<file path="config.mk">
export PLATFORM = sky130hd
export DESIGN_NAME = instr_fetch_flat
export DESIGN_NICKNAME = d
export VERILOG_FILES = /design/src/rtl/fetch_pkg.sv /design/src/rtl/instr_fetch_if.sv /design/src/rtl/instr_fetch.sv /design/src/flat_wrapper.sv
export SDC_FILE = /design/constraint.sdc
export NUM_CORES = 1
export LEC_CHECK = 0
export BUFFER_PORTS_ARGS = -buffer_cell sky130_fd_sc_hd__buf_2
export CORE_MARGIN = 4
export CORE_UTILIZATION = 45
export CTS_CLUSTER_SIZE = 14
export DETAILED_ROUTE_END_ITERATION = 6
export HOLD_SLACK_MARGIN = 0.12
export MAX_ROUTING_LAYER = met4
export PLACE_DENSITY_LB_ADDON = 0.25
export SETUP_SLACK_MARGIN = 0.2
export SYNTH_ARGS = -nofsm -noshare
export SYNTH_HDL_FRONTEND = slang
export SYNTH_SLANG_ARGS = --single-unit
</file>
<file path="constraint.sdc">
create_clock -name clk -period 1.7 [get_ports clk]
set_input_delay 0.085 -clock clk [delete_from_list [all_inputs] [get_ports clk]]
set_output_delay 0.085 -clock clk [all_outputs]
set_load 0.05 [all_outputs]
</file>
<file path="src/rtl/fetch_pkg.sv">
// fetch_pkg: shared types and constants for the instruction fetch stage
package fetch_pkg;
   localparam logic [31:0] NOP_INST = 32'h0000_0013;
   typedef enum logic {FETCH, FAULT} fetch_state_t;
   typedef struct packed {
      logic [31:0] inst;
      logic [31:0] pc;
      logic [31:0] pc_plus4;
      logic        valid;
   } if_id_t;
endpackage

</file>
<file path="src/rtl/instr_fetch_if.sv">
// instr_fetch_if: memory, redirect and decode handshake signals of the fetch stage
interface instr_fetch_if;
   logic [31:0] imem_addr;
   logic [31:0] imem_inst;
   logic        redirect_valid;
   logic [31:0] redirect_pc;
   logic        id_valid;
   logic        id_ready;
   logic [31:0] id_inst;
   logic [31:0] id_pc;
   logic [31:0] id_pc_plus4;
   logic        fetch_fault;
   logic [31:0] fetch_cnt;
   modport master (
      output imem_addr, id_valid, id_inst, id_pc, id_pc_plus4, fetch_fault, fetch_cnt,
      input  imem_inst, redirect_valid, redirect_pc, id_ready
   );
   modport slave (
      input  imem_addr, id_valid, id_inst, id_pc, id_pc_plus4, fetch_fault, fetch_cnt,
      output imem_inst, redirect_valid, redirect_pc, id_ready
   );
endinterface

</file>
<file path="src/rtl/instr_fetch.sv">
// instr_fetch: PC owner and IF/ID register with stall, redirect and range-fault halt
module instr_fetch
   import fetch_pkg::*;
#(
   parameter logic [31:0] RESET_PC   = 32'h0000_0000,
   parameter int unsigned IMEM_WORDS = 10
) (
   input logic          clk,
   input logic          rst_n,
   instr_fetch_if.master bus
);
   fetch_state_t state, state_n;
   if_id_t       id_q, id_n;
   logic [31:0]  pc, pc_n, cnt;
   logic         fault, fault_n, fire, in_range;
   assign bus.imem_addr   = pc;
   assign bus.id_valid    = id_q.valid;
   assign bus.id_inst     = id_q.inst;
   assign bus.id_pc       = id_q.pc;
   assign bus.id_pc_plus4 = id_q.pc_plus4;
   assign bus.fetch_fault = fault;
   assign bus.fetch_cnt   = cnt;
   assign in_range = (pc >> 2) < IMEM_WORDS;
   assign fire     = (state == FETCH) && (!id_q.valid || bus.id_ready) && !bus.redirect_valid;
   // redirect wins over everything, including a stalled decode
   always_comb begin
      state_n = state;
      pc_n    = pc;
      id_n    = id_q;
      fault_n = fault;
      if (bus.redirect_valid) begin
         state_n = FETCH;
         pc_n    = {bus.redirect_pc[31:2], 2'b00};
         id_n    = '{inst: NOP_INST, pc: id_q.pc, pc_plus4: id_q.pc_plus4, valid: 1'b0};
         fault_n = 1'b0;
      end else if (fire && in_range) begin
         pc_n = pc + 32'd4;
         id_n = '{inst: bus.imem_inst, pc: pc, pc_plus4: pc + 32'd4, valid: 1'b1};
      end else if (fire) begin
         state_n    = FAULT;
         fault_n    = 1'b1;
         id_n.valid = 1'b0;
      end
   end
   always_ff @(posedge clk or negedge rst_n)
      if (!rst_n) begin
         state <= FETCH;
         pc    <= RESET_PC;
         id_q  <= '{inst: NOP_INST, pc: 32'd0, pc_plus4: 32'd0, valid: 1'b0};
         fault <= 1'b0;
         cnt   <= 32'd0;
      end else begin
         state <= state_n;
         pc    <= pc_n;
         id_q  <= id_n;
         fault <= fault_n;
         cnt   <= cnt + 32'(id_q.valid & bus.id_ready);
      end
endmodule
</file>
<file path="src/flat_wrapper.sv">
// flat-port wrapper written by rule: the top's interface ports become plain ports
module instr_fetch_flat import fetch_pkg::*;
#(
   parameter logic [31:0] RESET_PC   = 32'h0000_0000,
   parameter int unsigned IMEM_WORDS = 10
)
  (clk, rst_n, bus_imem_addr, bus_id_valid, bus_id_inst, bus_id_pc, bus_id_pc_plus4, bus_fetch_fault, bus_fetch_cnt, bus_imem_inst, bus_redirect_valid, bus_redirect_pc, bus_id_ready);
  instr_fetch_if bus_i ();
  input logic clk;
  input logic rst_n;
  output wire logic [$bits(bus_i.imem_addr)-1:0] bus_imem_addr;
  output wire logic [$bits(bus_i.id_valid)-1:0] bus_id_valid;
  output wire logic [$bits(bus_i.id_inst)-1:0] bus_id_inst;
  output wire logic [$bits(bus_i.id_pc)-1:0] bus_id_pc;
  output wire logic [$bits(bus_i.id_pc_plus4)-1:0] bus_id_pc_plus4;
  output wire logic [$bits(bus_i.fetch_fault)-1:0] bus_fetch_fault;
  output wire logic [$bits(bus_i.fetch_cnt)-1:0] bus_fetch_cnt;
  input wire logic [$bits(bus_i.imem_inst)-1:0] bus_imem_inst;
  input wire logic [$bits(bus_i.redirect_valid)-1:0] bus_redirect_valid;
  input wire logic [$bits(bus_i.redirect_pc)-1:0] bus_redirect_pc;
  input wire logic [$bits(bus_i.id_ready)-1:0] bus_id_ready;
  assign bus_imem_addr = bus_i.imem_addr;
  assign bus_id_valid = bus_i.id_valid;
  assign bus_id_inst = bus_i.id_inst;
  assign bus_id_pc = bus_i.id_pc;
  assign bus_id_pc_plus4 = bus_i.id_pc_plus4;
  assign bus_fetch_fault = bus_i.fetch_fault;
  assign bus_fetch_cnt = bus_i.fetch_cnt;
  assign bus_i.imem_inst = bus_imem_inst;
  assign bus_i.redirect_valid = bus_redirect_valid;
  assign bus_i.redirect_pc = bus_redirect_pc;
  assign bus_i.id_ready = bus_id_ready;
  instr_fetch #(.RESET_PC(RESET_PC), .IMEM_WORDS(IMEM_WORDS)) u_core (.clk(clk), .rst_n(rst_n), .bus(bus_i));
endmodule
</file>
==> summary.txt <==
Drt
  • Initial drt markers: 303
  • Routed len/inst: 18.8 um
  • DR DRC count: 0
  • Vias per cell: 5.31
  • Via Count: 5598
  • WL final: 19.8 mm
  • Drt first pass iters: 5
  • Final ANT Viol Nets: 0

STA
  • Final worst setup slack: -158 ps
  • Endpoints failing setup: 104
  • Fmax: 538 MHz
  • WHS: 124 ps
  • Clock skew: 10.2 ps
  • Fin crit share: 109%
  • RSZ-0062 raised after global routing: yes
  • Worst Max-Slew Pin Slew: 632 ps
  • Fin. max-slew vios: 0
  • Minimum clock period: 1860 ps
  • Relative slew slack: just under 60%
  • Final hold violation count: 0

Synthesis
  • Asr flop ratio synth: 100%
  • Top cells by area, synth: dfrtp_1 (60%), and2_1 (5.2%), mux2_2 (5.0%)
  • Post-synth top cells: dfrtp_1 (153), and2_1 (53), nand4_1 (43), a21oi_1 (30), o31ai_1 (29)
  • Area share of the largest cell type after synthesis: 60.4%
  • Post-synth EDFFs: 0
  • Most common cell in the netlist: dfrtp_1
  • Synthesis Warnings: 0
  • Cell Area, Synth: between 6000 and 7000 sq um
  • Mapped Avg Cell Area: 12.3 sq um
  • Yosys reg bits: 156
  • Distinct cells, synth: 37
  • Leading register cell type out of synthesis: dfrtp_1
  • Area leader, netlist: dfrtp_1
  • Seq/Total Area, Yosys: between 60% and 70%
  • Gate Count Post-Synth: 514

Placed design
  • Final HPWL DP: 12.1 mm
  • Final Wtd Congestion: 0.833
  • IO Port Bufs: 221
  • Dpl cell area: 8140 sq um

Finish
  • Layout cells sized above 1: 55.0%
  • Area delta synth->final: 59.6%
  • Nets: 930
  • Design area: 10100 sq um

Clock tree
  • Clock buffer depth: 2
  • Inserted Clock Buffers: 17
  • TritonCTS clock tree: done
  • Clock edge transition at the registers on the reported setup and hold paths: roughly 60 ps
  • Skew-Pair Late Insertion Delay: 430 ps
  • CTS Root Cell: clkbuf_16
  • Total number of H-tree levels: 4
  • Clock Sinks: 156

Worst setup path
  • Worst r2r src: u_core.bus.imem_addr[17]
  • Crit start category: flop
  • CP Cell Sequence: nor4_4 > and4_4 > buf_6 > and3_4 > mux2_4
  • End of the critical path: u_core.bus.id_pc_plus4[4]
  • Setup crit start: u_core.bus.imem_addr[17]
  • Critical path data arrival time: 2170 ps
  • Register-to-register setup slack: -160 ps
  • Crit-path max cell delay: 430 ps
  • Slowest CP cell: dfrtp_2
  • R2r worst-path depth: 5
  • Worst setup EP type: flop
  • Worst path required time: 2010 ps
  • Crit-path max FO: 5
  • Reg2reg end: u_core.bus.id_pc_plus4[4]
  • WS Path Type: flop to flop

Die
  • Starting density of the core: 45.8%
  • Die width: 127 um
  • Core area: 13800 sq um
  • Cell Rows: 43
  • Boundary Pins: 230
  • Die Y: 127 um
  • Overall die area: roughly 16000 sq um

Run status
  • Outcome: complete, but fails checks
  • Failing checks: setup timing

Global routing
  • First-pass GRT wire length: 29.8 mm
  • Initial antenna violation count: 2
  • Overflow after GRT: 0
  • Largest net degree at the start of global routing: 56
  • All-Layer GR Usage: between 20% and 30%
  • Vias in the first global route: 5756

Flow run
  • Max-Cap Viols: 0

Power and ir drop
  • Leakage power: 0.00505 uW
  • Power per cell area: 897 nW/um^2
  • Peak supply drop: 0.000639 V

Worst hold path
  • HP Class: input port to flop
-- worst max-delay path: cells and delay by family, from the launching register on --
family                 cells  cell delay (ps)
DFF                        1              430
buffers and inverters      1              120
and+or+nand+nor            3              910
muxes                      1              290
-- layout by cell type (no fill, tap or decap), types with 21 or more instances in the layout --
cell type and count:
dfrtp_1 118, a21oi_1 29, dfrtp_2 35, and2_4 34, o31ai_1 25, nand4_1 43, clkbuf_16 21, buf_2 220
buf_4 47, mux2_2 26, dlygate4sd3_1 65
-- cells by family (layout without fill, tap and decap cells) --
| logic type | Yosys count | in the layout | synth area share (%) |
|---|---|---|---|
| AND/OR/NAND/NOR | 168 | 170 | 16.0 |
| flip-flops | 156 | 156 | 61.6 |
| AO/OA/AOI/OAI | 71 | 71 | 6.93 |
| buffers and inverters | 45 | 396 | 3.45 |
| multiplexers | 38 | 38 | 6.87 |
| XOR/XNOR | 32 | 32 | 4.42 |
| adder cells (fa/ha/maj) | 3 | 3 | 0.592 |
| other | 1 | 8 | 0.0592 |
-- power breakdown --
group          total, uW  switching, uW  internal, uW
registers           3880           84.4          3800
clock network       4150           1500          2660
logic               1030            625           405
-- worst min-delay path by stage --
stage	start	endpoint	slack, ps	cells after the start
after floorplan	rst_n	u_core.bus.fetch_cnt[0]	-210	0
after global placement	rst_n	u_core.bus.id_pc_plus4[6]	80	1
after detailed placement	rst_n	u_core.bus.id_pc[26]	90	1
after CTS	bus_redirect_valid	u_core.bus.id_pc_plus4[2]	120	4
after global routing	bus_redirect_valid	u_core.bus.id_pc_plus4[2]	150	4
final	bus_redirect_valid	u_core.bus.id_pc_plus4[2]	120	4
-- layout make-up --
| class | instances | area [sq um] |
|---|---|---|
| sequential | 156 | 3950 |
| tap | 180 | 225 |
| multi-input combinational | 320 | 2730 |
| clock buffer | 23 | 498 |
| fill | 900 | 3710 |
| clock inverter | 9 | 156 |
| antenna | 2 | 5.00 |
| inverter | 5 | 18.8 |
| timing repair buffer | 359 | 2530 |
-- registers in the layout (all words and copies together), names as in the netlist --
name and count:
u_core.bus.id_pc_plus4 30, u_core.bus.id_pc 30, u_core.bus.id_inst 32, u_core.bus.id_valid 1, u_core.bus.fetch_cnt 32, u_core.bus.imem_addr 30, u_core.state 1
-- timing repair --
item                                   4_1_cts  5_1_grt
buffers inserted                             5        6
setup endpoints to repair                  118      122
resized for setup                           29       74
endpoints found under the hold margin      217        0
cloned                                       0        9
pin swaps                                   18       27
hold buffers                                65        0
-- metal layers --
layer	GRT usage [%]	vias to the layer above	routed length, um
li1	-	2526	-
met1	28.4	2749	7750
met2	39.5	258	10100
met3	5.68	65	1290
met4	10.8	0	681
met5	-	-	0
-- metrics by stage --
| step | TNS (ps) | std cells | total power (uW) | setup WS [ps] | util, % |
|---|---|---|---|---|---|
| global route | -17590 | 1054 | 9360 | -254 | 73.1 |
| finish | -10810 | 1054 | 9070 | -158 | 73.1 |
| CTS | -5770 | 1037 | 9080 | -113 | 69.4 |
| detailed placement | -19250 | 935 | 4810 | -261 | 58.9 |
| global placement | -13910 | 935 | 4800 | -219 | 58.9 |
| floorplan | -3420 | 519 | 4400 | -130 | - |
(Power assumes the default switching activity.)
